**config.mk**
```make
export PLATFORM = sky130hd
export DESIGN_NAME = ibex_mem_arbiter
export DESIGN_NICKNAME = d
export VERILOG_FILES = /design/src/rtl/ibex_mem_arbiter.sv
export SDC_FILE = /design/constraint.sdc
export NUM_CORES = 1
export LEC_CHECK = 0
export ABC_AREA = 1
export CORE_AREA = 2 2 144 146
export CTS_CLUSTER_DIAMETER = 100
export DETAILED_ROUTE_END_ITERATION = 6
export DIE_AREA = 0 0 146 148
export PLACE_DENSITY = 0.59
export SLEW_MARGIN = 20
export SYNTH_ARGS = -nofsm -noshare
export SYNTH_HDL_FRONTEND = slang
export SYNTH_SLANG_ARGS = --single-unit
export TNS_END_PERCENT = 30
```
**constraint.sdc**
```tcl
create_clock -name clk_i -period 3.15 [get_ports clk_i]
set_input_delay 0.63 -clock clk_i [delete_from_list [all_inputs] [get_ports clk_i]]
set_output_delay 0.63 -clock clk_i [all_outputs]
set_load 0.01 [all_outputs]
```
**src/rtl/ibex_mem_arbiter.sv**
```systemverilog
// Purpose: two-to-one arbiter sharing one req/gnt/rvalid memory port between instr fetch and data.
// Latency: grant and response paths are combinational (zero cycles); ID FIFO routes in-order responses.
// Backpressure: mem_gnt_i stalls the winner with its request locked; a full ID FIFO masks mem_req_o.
// Optional feature: define ARB_PERF_CNT_EN to build the saturating performance counters.
module ibex_mem_arbiter #(
    parameter int unsigned MaxOutstanding = 2,
    parameter bit          RoundRobin     = 1'b1
) (
    input  logic        clk_i,
    input  logic        rst_ni,

    input  logic        instr_req_i,
    output logic        instr_gnt_o,
    output logic        instr_rvalid_o,
    input  logic [31:0] instr_addr_i,
    output logic [31:0] instr_rdata_o,
    output logic        instr_err_o,

    input  logic        data_req_i,
    output logic        data_gnt_o,
    output logic        data_rvalid_o,
    input  logic        data_we_i,
    input  logic [3:0]  data_be_i,
    input  logic [31:0] data_addr_i,
    input  logic [31:0] data_wdata_i,
    output logic [31:0] data_rdata_o,
    output logic        data_err_o,

    output logic        mem_req_o,
    input  logic        mem_gnt_i,
    input  logic        mem_rvalid_i,
    output logic        mem_we_o,
    output logic [3:0]  mem_be_o,
    output logic [31:0] mem_addr_o,
    output logic [31:0] mem_wdata_o,
    input  logic [31:0] mem_rdata_i,
    input  logic        mem_err_i,

    output logic        busy_o,
    output logic [31:0] perf_instr_gnt_o,
    output logic [31:0] perf_data_gnt_o,
    output logic [31:0] perf_stall_o
);

    localparam int unsigned PW = (MaxOutstanding > 1) ? $clog2(MaxOutstanding) : 1;
    localparam int unsigned CW = $clog2(MaxOutstanding + 1);

    // Source IDs stored in the FIFO and used for the priority/lock registers.
    localparam logic SRC_INSTR = 1'b0;
    localparam logic SRC_DATA  = 1'b1;

    logic [MaxOutstanding-1:0] id_q;
    logic [PW-1:0]             wptr_q;
    logic [PW-1:0]             rptr_q;
    logic [CW-1:0]             count_q;
    logic                      prio_q;
    logic                      lock_q;
    logic                      lock_src_q;

    logic any_req;
    logic full;
    logic winner;
    logic grant;
    logic pop;
    logic head;

    // Pointers wrap at MaxOutstanding, which need not be a power of two.
    function automatic logic [PW-1:0] ptr_inc(input logic [PW-1:0] p);
        ptr_inc = (p == PW'(MaxOutstanding - 1)) ? '0 : p + PW'(1);
    endfunction

    assign any_req = instr_req_i | data_req_i;
    assign full    = (count_q == CW'(MaxOutstanding));

    // Winner selection: a stalled request keeps ownership until it is granted.
    always_comb begin
        winner = prio_q;
        if (lock_q) begin
            winner = lock_src_q;
        end else if (data_req_i && !instr_req_i) begin
            winner = SRC_DATA;
        end else if (instr_req_i && !data_req_i) begin
            winner = SRC_INSTR;
        end else if (instr_req_i && data_req_i) begin
            winner = RoundRobin ? prio_q : SRC_DATA;
        end
    end

    assign mem_req_o   = any_req & ~full;
    assign grant       = mem_req_o & mem_gnt_i;
    assign mem_addr_o  = (winner == SRC_DATA) ? data_addr_i  : instr_addr_i;
    assign mem_we_o    = (winner == SRC_DATA) ? data_we_i    : 1'b0;
    assign mem_be_o    = (winner == SRC_DATA) ? data_be_i    : 4'hF;
    assign mem_wdata_o = (winner == SRC_DATA) ? data_wdata_i : 32'h0;

    assign instr_gnt_o = grant & (winner == SRC_INSTR);
    assign data_gnt_o  = grant & (winner == SRC_DATA);

    // A response with nothing outstanding is a downstream protocol error and is dropped.
    assign head           = id_q[rptr_q];
    assign pop            = mem_rvalid_i & (count_q != '0);
    assign instr_rvalid_o = pop & (head == SRC_INSTR);
    assign data_rvalid_o  = pop & (head == SRC_DATA);
    assign instr_rdata_o  = mem_rdata_i;
    assign data_rdata_o   = mem_rdata_i;
    assign instr_err_o    = mem_err_i;
    assign data_err_o     = mem_err_i;
    assign busy_o         = (count_q != '0);

    // Outstanding-ID FIFO: push the winner on grant, pop the head on response.
    always_ff @(posedge clk_i or negedge rst_ni) begin
        if (!rst_ni) begin
            id_q    <= '0;
            wptr_q  <= '0;
            rptr_q  <= '0;
            count_q <= '0;
        end else begin
            if (grant) begin
                id_q[wptr_q] <= winner;
                wptr_q       <= ptr_inc(wptr_q);
            end
            if (pop) begin
                rptr_q <= ptr_inc(rptr_q);
            end
            if (grant && !pop) begin
                count_q <= count_q + CW'(1);
            end else if (pop && !grant) begin
                count_q <= count_q - CW'(1);
            end
        end
    end

    // Lock holds the downstream address stable while stalled; priority flips to the loser on grant.
    always_ff @(posedge clk_i or negedge rst_ni) begin
        if (!rst_ni) begin
            prio_q     <= SRC_DATA;
            lock_q     <= 1'b0;
            lock_src_q <= SRC_INSTR;
        end else if (grant) begin
            prio_q <= ~winner;
            lock_q <= 1'b0;
        end else if (mem_req_o) begin
            lock_q     <= 1'b1;
            lock_src_q <= winner;
        end
    end

`ifdef ARB_PERF_CNT_EN
    logic [31:0] perf_instr_q;
    logic [31:0] perf_data_q;
    logic [31:0] perf_stall_q;
    logic        stall;

    assign stall = any_req & ~grant;

    // Saturating event counters: grants per port and request-pending-but-not-granted cycles.
    always_ff @(posedge clk_i or negedge rst_ni) begin
        if (!rst_ni) begin
            perf_instr_q <= '0;
            perf_data_q  <= '0;
            perf_stall_q <= '0;
        end else begin
            if (instr_gnt_o && (perf_instr_q != '1)) begin
                perf_instr_q <= perf_instr_q + 32'd1;
            end
            if (data_gnt_o && (perf_data_q != '1)) begin
                perf_data_q <= perf_data_q + 32'd1;
            end
            if (stall && (perf_stall_q != '1)) begin
                perf_stall_q <= perf_stall_q + 32'd1;
            end
        end
    end

    assign perf_instr_gnt_o = perf_instr_q;
    assign perf_data_gnt_o  = perf_data_q;
    assign perf_stall_o     = perf_stall_q;
`else
    assign perf_instr_gnt_o = 32'h0;
    assign perf_data_gnt_o  = 32'h0;
    assign perf_stall_o     = 32'h0;
`endif

endmodule

```
# Word level (Yosys, flattened, before mapping)
# Cells that the tools add are included.
# totals
register_bits	9
elab_cells	58
# op_classes
n_addsub	4
order_cmp	3
n_eq_ne	1
n_mux	18
bitwise	12
n_reduce_logical	13
# ops
op	n
32-bit two-way mux	2
1-bit two-way mux	11
1-bit AND	7
2-bit nonzero test	3
1-bit logical AND	5
1-bit zero test	4
1-bit by 2-bit < comparator with 1-bit output (second input constant)	2
2-bit two-way mux	2
4-bit two-way mux	1
1-bit NOT	4
1-bit adder (second input constant)	2
2-bit by 1-bit adder with 2-bit output (second input constant)	1
2-bit bitwise mux	1
2-bit == test (second input constant)	1
2-bit AND reduction	1
2-bit by 1-bit subtractor with 2-bit output (second input constant)	1
1-bit demux with 1-bit select	1
1-bit >= comparator (second input constant)	1
1-bit bitwise OR	1

# Depth between registers and ports, before layout
# depth
depth_word	8
mapped_depth	9
ltp_nobuf	9

# Worst setup path before layout
# Ideal clock, no wire load.
# synth_path
path_type	input to output
startpoint	input port data_req_i
endpoint	output port mem_wdata_o[12]
t_arrival_ns	1.310
required_time_ns	2.520
setup_slack_ns	1.210
cell_stages	5
path_buffers	1
path_cell_list	nor2_1 -> nor2_2 -> nand2_4 -> buf_2 -> a21boi_0
# synth_via
elab_chain_cells	6
elab_cells_between_ends	7
# synth_lines
element	line_no	text
start, declared	19	input logic data_req_i,
1-bit zero test	82	end else if (instr_req_i && !data_req_i) begin
1-bit logical AND	82	
1-bit two-way mux	82	
1-bit two-way mux *	80	end else if (data_req_i && !instr_req_i) begin
1-bit two-way mux *	78	if (lock_q) begin
32-bit two-way mux *	94	assign mem_wdata_o = (winner == SRC_DATA) ? data_wdata_i : 32'h0;
end, declared	35	output logic [31:0] mem_wdata_o,
# Mark *: on every way between the ends. The rest lies on a longest branch, timed or not.

# Worst setup path after layout
# layout_path
startpoint	input port data_req_i
endpoint	output port mem_addr_o[7]
# layout_via
elab_chain_cells	6
elab_cells_between_ends	7
# layout_lines
element	line_no	text
1-bit zero test	82	
1-bit logical AND	82	
1-bit two-way mux	82	
1-bit two-way mux *	80	
1-bit two-way mux *	78	
32-bit two-way mux *	91	assign mem_addr_o = (winner == SRC_DATA) ? data_addr_i : instr_addr_i;
end, declared	34	output logic [31:0] mem_addr_o,
# Marks and branches as above.

==> reports/qor.yml <==
run_status:
  status: "completed"
detailed_routing:
  highest_layer: "met4"
  antenna_left: 0
  wl_met3_um: 952
  vias_per_cell: 3.24
  wire_per_inst_um: 11.4
  wl_met1_mm: 3.10
  wl_met2_mm: 4.31
  drtIter0Drc: 48
  vias: 2496
  drtPass1Iterations: 4
  drc: 0
  wl_mm: 8.81
timing:
  finalHoldViolCount: 0
  maxSlewViolCount: 0
  fin_skew_ns: 0.00316
  post-route-period-util: 0.979
  setup_viol: 0
  rsz0062_at_grt: "true"
  min_period_ns: 3.08
  timing.fmax_mhz: 324
  worst_slack_ns: 0.0665
min_path:
  hp-start: "id_q[1]"
  hold_end: "id_q[1]"
  hold_depth: 2
  hold_class: "register to register"
synthesis:
  synth_top_area_frac: 0.491
  yosysWarnings: 0
  yosysUniqueCellTypes: 23
  synth_area_leaders: "buf_4 49%, nand2_1 14%, a21boi_0 8.6%, dfrtp_1 7.9%, nand3_1 6.5%"
  syn_avg_cell_area_um2: 6.60
  synth-seq-cells: 9
  ys_seq_area_frac: 0.0892
  synth_largest_area_cell: "buf_4"
  synth_area_um2: 2540
  syn_inst: 385
power:
  power_per_cell_area_nw_per_um2: 633
  internal_power_mw: 1.44
  clockPowerShare: 0.089
  ir_worst_vdd_v: 0.000199
  p_leak_nw: 2.16
  comb_power_share: 0.823
  switching_share: 0.443
  p_seq_frac: 0.088
  power.switching_mw: 1.14
final_layout:
  fin_nets: 643
  drive_gt1_frac: 0.0559
  final_core_util: 0.204
  area.growth.synth_to_final_pct: 60.8
  n_antenna_cell: 0
  final_cells: 771
critical_path:
  slowest_stage: "clkdlybuf4s50_1"
  path_buf_inv: 4
  path_class: "input port to output pin"
  crit_path_frequent_cell: "clkdlybuf4s50_1"
  worstPathMaxFanout: 25
  reg2reg_to: "count_q[1]"
  max_stage_delay_ns: 0.51
  cp.arrival_ns: 2.45
  rrSetupSlack_ns: 1.57
  start_kind: "input port"
  r2r_start: "count_q[0]"
  worstPathCellList: "clkdlybuf4s50_1 > nor2_2 > nor2_4 > nand2_8 > buf_12 > buf_4 > nand3_1 > nand2_1 > clkdlybuf4s50_1"
  worstRegToRegCells: 7
  end_kind: "output pin"
  cp.required_ns: 2.52
  cpLargestDelayFamily: "buffers and inverters"
clock_network:
  htreeDepth: 1
  ctsRootBufferMaster: "clkbuf_16"
  clk_path_buf_depth: 2
  cts_buffers: 3
  cts.sinks: 9
  clk_pin_slew_ns: 0.04
  cts_tree: "yes"
  cts_hold_buf: 0
  clock_latency_ns: 0.24
placed_design:
  gp_congestion: 0.710
  portBuffers: 181
  dp_hpwl_mm: 6.88
  place_inst: 763
  pre_cts_ws_ns: 0.0257
global_routing:
  antenna_found_initial: 0
  grt_max_degree: 40
  grt_usage: 0.0667
  grt_pass1_vias: 2356
  gr-total-overflow: 0
  grt_pass1_wl_mm: 11.6
run:
  max-cap-violations: 0
floorplanning:
  num_rows: 52
  ios: 377
  coreArea_um2: 20000
  die_w_um: 146
  start_util: 0.127
  die-area_um2: 21600
  chipHeight_um: 148
==> area by class of cell <==
type / count / area [µm²]
inverter: 16 / 60.1
clock buffer: 4 / 78.8
tap: 270 / 338
multi-input combinational: 276 / 1300
fill: 2244 / 16000
timing repair buffer: 196 / 2080
sequential: 9 / 226
==> worst register-to-register path, stage by stage (launching register included) <==
cell	delay, ns
dfrtp_1	0.40
inv_1	0.09
nand2_1	0.12
nand3_2	0.16
inv_1	0.07
ha_1	0.29
nand3b_1	0.18
xor2_1	0.15
==> flip-flops by register name (all words and copies together), names as in the netlist <==
signal	flops
count_q	2
id_q	2
lock_q	1
lock_src_q	1
prio_q	1
rptr_q	1
wptr_q	1
==> cell usage in the layout, fill, tap and decap left out, types with 2 or more instances in the layout <==
cell type | netlist | layout
buf_12 | 0 | 4
dfrtp_1 | 8 | 8
xnor2_1 | 2 | 2
nand4_1 | 2 | 2
nand2_2 | 0 | 2
buf_4 | 166 | 7
a21boi_1 | 4 | 4
conb_1 | 1 | 96
dlymetal6s2s_1 | 0 | 28
clkdlybuf4s50_1 | 0 | 153
nor2_1 | 6 | 5
nand2_8 | 0 | 2
buf_8 | 0 | 2
inv_1 | 16 | 16
nand2_1 | 94 | 92
nand3_1 | 33 | 33
clkbuf_16 | 0 | 4
a21boi_0 | 29 | 29
==> through the flow <==
step	total power, mW	hold WS, ns	setup TNS (ns)	area [µm²]
global placement	2.26	0.469	0	3840
finish	2.58	0.482	0	4090
detailed placement	2.26	0.474	0	3840
global route	2.81	0.504	-0.00484	4090
floorplan	1.35	0.334	0	2900
CTS	2.50	0.479	0	3920
==> power groups by stage <==
stage / Clock [mW] / Combinational (mW) / Sequential, mW
after floorplan: 0 / 1.14 / 0.212
after global placement: 0 / 2.04 / 0.223
after detailed placement: 0 / 2.04 / 0.224
after CTS: 0.233 / 2.05 / 0.224
after global routing: 0.241 / 2.33 / 0.236
final: 0.229 / 2.13 / 0.227
==> cells in the mapped netlist <==
cell type / instances
buf_6: 6
dfrtp_1: 8
buf_2: 5
nand3b_1: 1
dfstp_2: 1
nor2_2: 1
nand3_1: 33
buf_4: 166
o21ai_0: 1
conb_1: 1
ha_1: 1
inv_1: 16
xor2_1: 1
nand3_2: 1
nor2_1: 6
a21boi_0: 29
nand2_4: 2
nand4_1: 2
clkbuf_1: 3
a21oi_2: 1
a21boi_1: 4
nand2_1: 94
xnor2_1: 2
==> layer usage <==
metal	track usage	vias to the layer above
li1	-	1174
met1	0.0683	1082
met2	0.120	188
met3	0.0191	52
met4	0.0432	0
met5	0	-
==> cells by family after synthesis <==
family / count (synthesis) / synth area share
compound gates: 35 / 0.103
buf+inv: 196 / 0.555
simple gates: 140 / 0.236
other cells: 1 / 0.00148
flops: 9 / 0.0892
xor+xnor: 3 / 0.0103
fa+ha+maj: 1 / 0.00493
==> timing repair <==
action / 4_1_cts / 5_1_grt
resized for setup: 0 / 38
setup buffers: 0 / 1
endpoints found under the hold margin: 0 / 0
setup endpoints to repair: 0 / 36
==> how the worst max path moves through the flow <==
stage | startpoint | slack [ns] | cells past startpoint | to
2_1_floorplan | data_req_i | 1.21 | 5 | mem_wdata_o[12]
3_3_place_gp | data_req_i | 0.03 | 8 | instr_gnt_o
3_5_place_dp | data_req_i | 0.03 | 8 | instr_gnt_o
4_1_cts | data_req_i | 0.02 | 8 | instr_gnt_o
5_1_grt | data_req_i | -0.005 | 9 | mem_addr_o[7]
6_report | data_req_i | 0.07 | 9 | mem_addr_o[7]
(Power assumes the default switching activity.)
==> RTL change 1, RTL diff (same flow settings) <==
Change the parameter `RoundRobin` from 1'b1 to 1'b0.
--- a/src/rtl/ibex_mem_arbiter.sv
+++ b/src/rtl/ibex_mem_arbiter.sv
@@ -6,3 +6,3 @@
     parameter int unsigned MaxOutstanding = 2,
-    parameter bit          RoundRobin     = 1'b1
+    parameter bit          RoundRobin     = 1'b0
 ) (
Function: changed (Yosys sat finds a counterexample within 4 cycles, from zero or initial values and one cycle with rst_ni low).
==> RTL change 1 against the unedited design <==
- sequential cell count unchanged
- cell area down 7.0%
- worst setup slack better by 130 ps
- total power down 5.0%
- wire length down 13%
- critical path depth unchanged
- synthesized area down 5.3%
- die area unchanged
- critical endpoint is now mem_addr_o[26]
- largest cell class unchanged
- highest routed layer unchanged
==> RTL change 1: results (changes against the unedited design) <==
| Metric | Value |
|---|---|
| Pre-CTS setup slack | `170.1 ps (+144.5 ps)` |
| Seq. pwr | `0.222 mW (-2%)` |
| Synth unique cells | `21 (-8.7%)` |
| CP max stage delay | `540 ps (+30 ps)` |
| Switch Pwr | `1.071 mW (-6.4%)` |
| Critical Path AT | `2330 ps (-120 ps)` |
| Dpl cells | `783 (+2.6%)` |
| Vias in the first global route | `2054 (-13%)` |
| Share of cells above drive strength 1 | `3.095% (-2.5 points)` |
| Post-synthesis sequential area ratio | `9.417% (+0.50 points)` |
| Clk power | `0.223 mW (-3%)` |
| Nets | `659 (+2.5%)` |
| Largest net degree at the start of global routing | `45 (+13%)` |
| Syn avg cell area | `5.967 sq um (-9.5%)` |
| Fin cells | `787 (+2.1%)` |
| DP Area | `3720 sq um (-3.1%)` |
| Worst Skew | `1.197 ps (-1.968 ps)` |
| DR iter-0 viols | `9 (-81%)` |
| GPL Wtd Cong | `0.6846 (-3.6%)` |
| Max VDD drop | `0.2047 mV (+2.7%)` |
| Leak pwr | `1.893 nW (-12%)` |
| Max FO, Critical Path | `11 (-56%)` |
| All-Layer GR Usage | `6.075% (-0.60 points)` |
| Cell internal pwr | `1.385 mW (-3.8%)` |
| Dpl hpwl | `6.775 mm (-1.5%)` |
| Via Count | `2356 (-5.6%)` |
| Status | `complete, no violations` |
| Drt wl/cell | `9.699 um (-15%)` |
==> RTL change 1: worst reg2reg max path, cell delays in order, from the launching register on <==
cell      delay (ps)
dfrtp_1          390
inv_1            110
nand2_2          100
nand3_2          150
inv_1             60
ha_1             290
nand3b_1         180
xor2_1           150
==> RTL change 1: cell families (layout without fill, tap and decap cells) <==
kind of cell	Yosys count	after routing	synth area share, %
and+or+nand+nor	169	169	28.10
buffers and inverters	217	236	60.09
other	1	96	0.1559
DFF	9	9	9.417
xor gates and xnor gates	3	3	1.093
adders and majority gates	1	1	0.5202
AOI/OAI and AO/OA	3	3	0.6242
==> RTL change 1: final timing paths <==
| check | endpoint | depth (start not counted) | slack (ps) | startpoint |
|---|---|---|---|---|
| max | mem_addr_o[26] | 9 | 190 | data_req_i |
| min | prio_q | 2 | 480 | prio_q |
| max reg2reg | count_q[1] | 7 | 1600 | count_q[0] |
| min reg2reg | prio_q | 2 | 480 | prio_q |
| max in group asynchronous | prio_q | 1 | 2120 | rst_ni |
| min in group asynchronous | rptr_q | 1 | 700 | rst_ni |
==> RTL change 1: layer usage <==
| metal | up-vias | global-route usage (%) | part of all wire, % |
|---|---|---|---|
| li1 | 1137 | - | - |
| met3 | 30 | 3.179 | 15 |
| met4 | 0 | 2.961 | 4.2 |
| met5 | - | 0 | 0 |
| met1 | 982 | 5.054 | 29 |
| met2 | 207 | 11.72 | 51 |
==> RTL change 1: final cells by class <==
class | instances | area, sq um
Multi-Input combinational cell | 272 | 1090
Sequential cell | 9 | 226.5
Fill cell | 2308 | 16240
Timing Repair Buffer | 187 | 1894
Clock buffer | 4 | 78.83
Tap cell | 270 | 337.8
Inverter | 45 | 171.4
==> RTL change 2, RTL diff (same flow settings) <==
Made on the original files. Register the outputs `instr_err_o` and `data_err_o`, with the module's reset; this adds one clock of latency there. The other outputs are not delayed to match.
--- a/src/rtl/ibex_mem_arbiter.sv
+++ b/src/rtl/ibex_mem_arbiter.sv
@@ -105,4 +105,11 @@
     assign data_rdata_o   = mem_rdata_i;
-    assign instr_err_o    = mem_err_i;
-    assign data_err_o     = mem_err_i;
+    always_ff @(posedge clk_i or negedge rst_ni) begin
+        if (!rst_ni) begin
+            instr_err_o <= '0;
+            data_err_o  <= '0;
+        end else begin
+            instr_err_o <= mem_err_i;
+            data_err_o  <= mem_err_i;
+        end
+    end
     assign busy_o         = (count_q != '0);
Function: changed (Yosys sat finds a counterexample within 4 cycles, from zero or initial values and one cycle with rst_ni low).
==> RTL change 2 against the unedited design <==
- wire length shrank 7.2%
- sequential cell count is 1 higher
- cell count increased by 0.13%
- synthesized cell count did not move
- total power down 2.8%
- global-route usage is 0.15 points higher
- utilization down 0.21 points
- cell area decreased by 1.0%
- critical path depth unchanged
- synthesized area grew 0.69%
- worst setup slack better by 35 ps
- clock power rose by 10%
- fmax rose by 1.2%
- critical endpoint is now mem_addr_o[12]
==> RTL change 2: results (changes against the unedited design) <==
| Metric | Value |
|---|---|
| Critical Path AT | `2420 ps (-30 ps)` |
| Cell internal pwr | `1.437 mW (-0.24%)` |
| Post-synthesis sequential area ratio | `9.834% (+0.92 points)` |
| GPL Wtd Cong | `0.7136 (+0.48%)` |
| HP Class | `reg2reg` |
| Via Count | `2462 (-1.4%)` |
| Largest cells by area after synthesis | `buf_4, nand2_1, dfrtp_1, a21boi_0, nand3_1` |
| Critical Path End | `mem_addr_o[12]` |
| DP Area | `3914 sq um (+2.0%)` |
| Cell family with most CP delay | `buffers and inverters` |
| Nets | `644 (+0.16%)` |
| Cts hold-fix bufs | `0 (unchanged)` |
| Routed wire length | `8.173 mm (-7.2%)` |
| Hold path startpoint | `rptr_q` |
| Final worst hold slack | `485.8 ps (+3.705 ps)` |
| Max FO, Critical Path | `29 (+16%)` |
| Port Buffers | `184 (+1.7%)` |
| Clock transition at path regs | `40 ps (about the same)` |
| CP max stage delay | `550 ps (+40 ps)` |
| Drt wl/cell | `10.59 um (-7.3%)` |
| Synth cell count leaders | `buf_4, nand2_1, nand3_1` |
| Fmax | `0.3281 GHz (+1.2%)` |
| Worst Skew | `1.216 ps (-1.949 ps)` |
| Vias in the first global route | `2392 (+1.5%)` |
| Synth Area in Compound Gates | `10.23% (-0.071 points)` |
| R2R Setup Slk | `1630 ps (+60 ps)` |
| Max VDD drop | `0.2767 mV (+39%)` |
| Cts repair resizes | `0 (unchanged)` |
| Global-route wire length before repair | `12.08 mm (+4.2%)` |
| FF-to-FF path depth | `7 (unchanged)` |
| Root Buffer | `clkbuf_16` |
| Launch point of the worst path | `data_req_i` |
| RR Startpoint | `count_q[0]` |
| Pre-Repair DR Iteration Count | `4 (unchanged)` |
| Leak pwr | `2.014 nW (-6.6%)` |
| Worst hold endpoint | `rptr_q` |
| Dpl hpwl | `6.924 mm (+0.65%)` |
| Htree depth | `1 (unchanged)` |
| Adder-Cell Fraction of Synth Area | `0.4892% (-0.0034 points)` |
| Pre-CTS setup slack | `22.90 ps (-2.785 ps)` |
| Largest net degree at the start of global routing | `58 (+45%)` |
| Share of cells above drive strength 1 | `4.980% (-0.61 points)` |
| Fill cells | `2253 (+0.40%)` |
| Status | `complete, no violations` |
| CP max-delay cell | `clkdlybuf4s50_1` |
| Xor/xnor share of the synthesized area | `1.027% (-0.0071 points)` |
| DR iter-0 viols | `30 (-38%)` |
| Worst hold path cell count | `1 (-1)` |
| Dpl cells | `768 (+0.66%)` |
| All-Layer GR Usage | `6.825% (+0.15 points)` |
| Synth unique cells | `23 (unchanged)` |
RTL change 2: cell count changes after synthesis:
cell / delta
buf_4: -1
dfrtp_1: +1
RTL change 2: area by class of cell:
class | instances | area (sq um) | area share [%]
clock buffer | 4 | 88.84 | 2.197
tap | 270 | 337.8 | 8.357
timing repair buffer | 197 | 2039 | 50.45
sequential | 10 | 251.5 | 6.221
multi-input combinational | 275 | 1265 | 31.29
inverter | 16 | 60.06 | 1.486
RTL change 2: routing by layer:
layer  GRT usage, %  vias to the layer above  routed length (um)  share of wire [%]
li1               -                     1172                   -                  -
met1          7.107                     1056                2762                 34
met2          11.77                      179                3853                 47
met3          2.500                       55                1049                 13
met4          4.175                        0                 509                6.2
met5              0                        -                   0                  0
RTL change 2: power groups by stage:
stage	Sequential, mW	Clock (mW)	Combinational (mW)
6_report	0.241	0.253	2.02
5_1_grt	0.248	0.264	2.21
4_1_cts	0.240	0.260	2.08
3_5_place_dp	0.241	0	2.07
3_3_place_gp	0.239	0	2.06
2_1_floorplan	0.226	0	1.14
